<file path="src/rtl/vga_timing_gen.sv">
// Parametrised VGA raster timing generator: free-running h/v counters, registered
// decode, and a configurable delay line that aligns sync/video with pipelined pixel data.
module vga_timing_gen #(
    parameter int H_SYNC     = 96,
    parameter int H_BACK     = 48,
    parameter int H_ACTIVE   = 640,
    parameter int H_FRONT    = 16,
    parameter int V_SYNC     = 2,
    parameter int V_BACK     = 33,
    parameter int V_ACTIVE   = 480,
    parameter int V_FRONT    = 10,
    parameter int H_SYNC_POL = 0,
    parameter int V_SYNC_POL = 0,
    parameter int X_WIDTH    = 10,
    parameter int Y_WIDTH    = 10,
    parameter int PIPE_DELAY = 0
) (
    input  logic               clock_25mhz,
    input  logic               reset,
    input  logic               enable,
    output logic               h_sync,
    output logic               v_sync,
    output logic               inside_video,
    output logic [X_WIDTH-1:0] x_position,
    output logic [Y_WIDTH-1:0] y_position,
    output logic               line_start,
    output logic               frame_start
);

    localparam int H_TOTAL = H_SYNC + H_BACK + H_ACTIVE + H_FRONT;
    localparam int V_TOTAL = V_SYNC + V_BACK + V_ACTIVE + V_FRONT;
    localparam int HW      = $clog2(H_TOTAL);
    localparam int VW      = $clog2(V_TOTAL);

    localparam logic [HW-1:0] H_LAST    = HW'(H_TOTAL - 1);
    localparam logic [VW-1:0] V_LAST    = VW'(V_TOTAL - 1);
    localparam logic [31:0]   H_SYNC_U  = 32'(H_SYNC);
    localparam logic [31:0]   V_SYNC_U  = 32'(V_SYNC);
    localparam logic [31:0]   H_START_U = 32'(H_SYNC + H_BACK);
    localparam logic [31:0]   V_START_U = 32'(V_SYNC + V_BACK);
    localparam logic [31:0]   H_END_U   = 32'(H_SYNC + H_BACK + H_ACTIVE);
    localparam logic [31:0]   V_END_U   = 32'(V_SYNC + V_BACK + V_ACTIVE);
    localparam logic          HS_ON     = (H_SYNC_POL != 0);
    localparam logic          VS_ON     = (V_SYNC_POL != 0);

    // Delay-line word: [4]=frame_start [3]=line_start [2]=video [1]=v_sync level [0]=h_sync level
    localparam logic [4:0] PIPE_IDLE = {1'b0, 1'b0, 1'b0, ~VS_ON, ~HS_ON};

    if (PIPE_DELAY > 7 || PIPE_DELAY < 0) begin : g_bad_delay
        $error("vga_timing_gen: PIPE_DELAY must be 0..7");
    end
    if (H_ACTIVE > (1 << X_WIDTH) || V_ACTIVE > (1 << Y_WIDTH)) begin : g_bad_width
        $error("vga_timing_gen: active area does not fit coordinate width");
    end

    logic [HW-1:0]      h_counter_r;
    logic [VW-1:0]      v_counter_r;
    logic [31:0]        h_ext_s;
    logic [31:0]        v_ext_s;
    logic               vid_s;
    logic [4:0]         decode_s;
    logic [X_WIDTH-1:0] x_s;
    logic [Y_WIDTH-1:0] y_s;
    logic [X_WIDTH-1:0] x_r;
    logic [Y_WIDTH-1:0] y_r;
    logic [4:0]         pipe_r [0:PIPE_DELAY];

    // Raster counters; the vertical count steps on the same edge the line wraps.
    always_ff @(posedge clock_25mhz or posedge reset) begin
        if (reset) begin
            h_counter_r <= {HW{1'b0}};
            v_counter_r <= {VW{1'b0}};
        end else if (enable) begin
            if (h_counter_r == H_LAST) begin
                h_counter_r <= {HW{1'b0}};
                if (v_counter_r == V_LAST) begin
                    v_counter_r <= {VW{1'b0}};
                end else begin
                    v_counter_r <= v_counter_r + VW'(1);
                end
            end else begin
                h_counter_r <= h_counter_r + HW'(1);
            end
        end else begin
            h_counter_r <= h_counter_r;
            v_counter_r <= v_counter_r;
        end
    end

    // Stage-0 decode of the current counter values.
    always_comb begin
        h_ext_s  = 32'(h_counter_r);
        v_ext_s  = 32'(v_counter_r);
        vid_s    = (h_ext_s >= H_START_U) && (h_ext_s < H_END_U) &&
                   (v_ext_s >= V_START_U) && (v_ext_s < V_END_U);
        decode_s = PIPE_IDLE;
        decode_s[0] = (h_ext_s < H_SYNC_U) ? HS_ON : ~HS_ON;
        decode_s[1] = (v_ext_s < V_SYNC_U) ? VS_ON : ~VS_ON;
        decode_s[2] = vid_s;
        decode_s[3] = (h_ext_s == 32'd0);
        decode_s[4] = (h_ext_s == 32'd0) && (v_ext_s == 32'd0);
        if (vid_s) begin
            x_s = X_WIDTH'(h_ext_s - H_START_U);
            y_s = Y_WIDTH'(v_ext_s - V_START_U);
        end else begin
            x_s = {X_WIDTH{1'b0}};
            y_s = {Y_WIDTH{1'b0}};
        end
    end

    // Coordinate registers plus the stage-0 word and its delay stages.
    always_ff @(posedge clock_25mhz or posedge reset) begin
        if (reset) begin
            x_r <= {X_WIDTH{1'b0}};
            y_r <= {Y_WIDTH{1'b0}};
            for (int i = 0; i <= PIPE_DELAY; i++) begin
                pipe_r[i] <= PIPE_IDLE;
            end
        end else if (enable) begin
            x_r       <= x_s;
            y_r       <= y_s;
            pipe_r[0] <= decode_s;
            for (int i = 1; i <= PIPE_DELAY; i++) begin
                pipe_r[i] <= pipe_r[i-1];
            end
        end else begin
            x_r <= x_r;
            y_r <= y_r;
        end
    end

    assign x_position   = x_r;
    assign y_position   = y_r;
    assign h_sync       = pipe_r[PIPE_DELAY][0];
    assign v_sync       = pipe_r[PIPE_DELAY][1];
    assign inside_video = pipe_r[PIPE_DELAY][2];
    assign line_start   = pipe_r[PIPE_DELAY][3];
    assign frame_start  = pipe_r[PIPE_DELAY][4];

endmodule
</file>
<file path="config.mk">
export PLATFORM = sky130hd
export DESIGN_NAME = vga_timing_gen
export DESIGN_NICKNAME = d
export VERILOG_FILES = /design/src/rtl/vga_timing_gen.sv
export SDC_FILE = /design/constraint.sdc
export NUM_CORES = 1
export LEC_CHECK = 0
export ABC_AREA = 0
export BUFFER_PORTS_ARGS = -buffer_cell sky130_fd_sc_hd__buf_4
export CAP_MARGIN = 15
export CORE_UTILIZATION = 55
export CTS_CLUSTER_SIZE = 8
export DETAILED_ROUTE_END_ITERATION = 16
export GPL_TIMING_DRIVEN = 1
export HOLD_SLACK_MARGIN = 0.1
export PLACE_DENSITY = 0.84
export SLEW_MARGIN = 25
export SYNTH_ARGS = -nofsm -noshare
export SYNTH_HDL_FRONTEND = slang
export SYNTH_SLANG_ARGS = --single-unit
</file>
<file path="constraint.sdc">
create_clock -name clock_25mhz -period 5.35 [get_ports clock_25mhz]
set_input_delay 0.8025 -clock clock_25mhz [delete_from_list [all_inputs] [get_ports clock_25mhz]]
set_output_delay 0.8025 -clock clock_25mhz [all_outputs]
set_load 0.02 [all_outputs]
</file>
==> impl_metrics.py <==
metrics = {
    "die": {
        "die_area_mm2": 0.00492,
        "die_w_um": 70.1,
        "initial_core_util": 0.578,
        "die_y_um": 70.1,
        "core_area_mm2": 0.00441,
        "rows": 24,
        "num_io_pins": 28,
    },
    "routing": {
        "drc": 0,
        "wire_per_inst_um": 15.3,
        "vias": 1890,
        "drt-total-wl_um": 4960,
        "final_antenna_net_count": 0,
        "first_iter_violations": 245,
        "vias_per_cell": 5.82,
        "first_pass_iters": 4,
    },
    "worst_hold_path": {
        "min_from": "pipe_r[0]",
        "holdPathStages": 2,
        "hp-class": "register to register",
    },
    "setup_path": {
        "end_kind": "register",
        "critPathLaunchType": "primary input",
        "slowest_stage": "or4_1",
        "crit_buf_inv": 1,
        "r2r_slack_ns": 2.82,
        "reg2regPathDepth": 5,
        "cp.depth": 5,
        "worst_ep_required_time_ns": 5.57,
        "critPathKind": "primary input to register",
        "path_cells": "buf_4 -> nand4_1 -> or4_1 -> or4b_1 -> o21ai_0",
        "cpPeakStageDelay_ns": 0.73,
        "cp_top_family": "simple AND/OR/NAND/NOR gates",
        "crit_path_start": "enable",
        "worstPathArrival_ns": 2.77,
        "reg2reg_from": "v_counter_r[0]",
        "crit_fanout": 37,
    },
    "clocking": {
        "numClockSinks": 45,
        "post_cts_resized": 0,
        "clk_latency_ns": 0.30,
        "clock_path_buffers": 2,
        "cts-hold-fix-buffers": 0,
        "clkSlewWorstSetupHoldPaths_ns": 0.08,
        "cts_buffers": 5,
        "htree_levels": 2,
        "root_buffer": "clkbuf_8",
        "cts_tree": "built",
        "post_cts_buffers": 0,
    },
    "grt": {
        "grt_usage": 0.222,
        "grt_max_degree": 46,
        "grt-ovfl-total": 0,
        "grt_pass1_wl_um": 8540,
        "antenna_found_initial": 0,
        "first_global_vias": 1831,
    },
    "sta": {
        "setup_slack_ns": 2.80,
        "slew_headroom": 0.307,
        "max_clock_freq_mhz": 393,
        "setup_viol": 0,
        "period_share": 0.476,
        "fin_crit_ns": 2.55,
        "rsz0062_at_grt": "false",
        "skew_ns": 0.00339,
        "worst_slew_pin_slew_ns": 1.03,
        "final.setup.tns_ns": 0,
        "slew_violations": 0,
        "hold_viol": 0,
    },
    "final_layout": {
        "utilization": 0.637,
        "area.sequential_mm2": 0.00113,
        "syn_to_final_growth_pct": 10.1,
        "drive_gt1_frac": 0.201,
        "num-fill-cells": 358,
        "nNetsFinal": 283,
        "final_common_cell": "dfrtp_1",
        "num_antenna_cells": 0,
        "multiInputGateArea_mm2": 0.00115,
        "mostFrequentLayoutCells": "43 x dfrtp_1, 38 x inv_1, 29 x buf_4",
    },
    "logic_synthesis": {
        "synth_area_mm2": 0.00255,
        "synth_top_flop_cell": "dfrtp_1",
        "synth_seq_cells": 45,
        "synth_fp_nets": 269,
        "synth.distinct_cells": 42,
        "syn_inst": 258,
        "yosys_warnings": 0,
        "avgSynthCellArea_um2": 9.89,
        "synthArstFlopShare": 1.00,
        "ys_seq_area_frac": 0.442,
        "synth_edf_count": 0,
    },
    "place": {
        "gp_congestion": 0.808,
        "post-place-ws_ns": 2.53,
        "io_buffers": 27,
        "dpl.hpwl_um": 3340,
    },
    "power_and_ir_drop": {
        "irDropWorstVdd_v": 0.000192,
        "p_leak_nw": 1.25,
        "finalPower_w": 0.000853,
        "p_per_area_mw_per_mm2": 303,
    },
    "flow_run": {
        "drv_cap": 0,
    },
    "outcome": {
        "status": "complete, no violations",
    },
}
==> worst register-to-register path: stages, from the launching register on <==
cell	delay (ns)
dfrtp_1	0.50
ha_1	0.35
or4_1	0.52
o21ai_2	0.21
o2111ai_4	0.42
o32ai_1	0.43
==> final timing paths <==
kind,end
setup reg to reg,y_position[1]
min in group asynchronous,x_position[5]
hold reg to reg,pipe_r[0]
hold / removal,pipe_r[0]
max in group asynchronous,pipe_r[1]
setup / recovery,v_counter_r[4]
==> through the flow <==
step	hold WS, ns	cells	cell area, um^2
floorplan	0.516	258	2550
global placement	0.487	317	2700
detailed placement	0.516	317	2710
CTS	0.532	325	2810
global route	0.556	325	2810
finish	0.527	325	2810
==> cells in the mapped netlist, types with 2 or more instances <==
library cell	n	area share
nand3_1	8	0.016
clkbuf_1	9	0.013
ha_1	8	0.039
nand4_1	4	0.0098
inv_1	39	0.057
nor4_1	4	0.0098
buf_6	5	0.022
o32ai_2	10	0.064
or4_1	3	0.0088
o21ai_0	12	0.024
xnor2_1	17	0.058
buf_4	3	0.0088
o32ai_1	9	0.031
o22ai_1	4	0.0098
or3_1	6	0.015
dfrtp_1	43	0.42
and3_1	3	0.0074
nor3_1	10	0.020
xor2_1	4	0.014
nor2_1	12	0.018
nand2_1	13	0.019
buf_2	4	0.0078
a21oi_1	8	0.016
dfstp_2	2	0.021
==> logic make-up (layout without fill, tap and decap cells) <==
| kind of cell | after synthesis | in the layout | share of synthesized area |
|---|---|---|---|
| xor gates and xnor gates | 21 | 21 | 0.0721 |
| DFF | 45 | 45 | 0.442 |
| buffers and inverters | 61 | 76 | 0.111 |
| and+or+nand+nor | 70 | 70 | 0.151 |
| adders and majority gates | 8 | 8 | 0.0392 |
| AOI/OAI and AO/OA | 52 | 52 | 0.180 |
| muxes | 1 | 1 | 0.00441 |
==> per-layer routing <==
layer  share of wire  track usage  vias up  wire length [um]
met5               0            0        -                 0
met2            0.51        0.364       58              2510
met1            0.43        0.276      904              2110
met4           0.017       0.0889        0                82
met3           0.050       0.0635        9               250
li1                -            -      919                 -
==> state kept, by name (all words and copies together), names as in the netlist <==
register     count
x_position      10
y_position      10
v_counter_r     10
pipe_r           5
h_counter_r     10
==> power breakdown <==
part	switching [W]	total, W	internal, W
logic	0.000106	0.000188	0.0000825
clock network	0.000114	0.000231	0.000117
registers	0.0000617	0.000434	0.000372
==> area by class of cell <==
| type | instances | area share |
|---|---|---|
| clock buffer | 7 | 0.0343 |
| clock inverter | 1 | 0.00178 |
| inverter | 39 | 0.0521 |
| multi-input combinational | 152 | 0.410 |
| sequential | 45 | 0.401 |
| tap | 52 | 0.0231 |
| timing repair buffer | 29 | 0.0774 |
No activity file was read; power rests on OpenSTA's default activity.
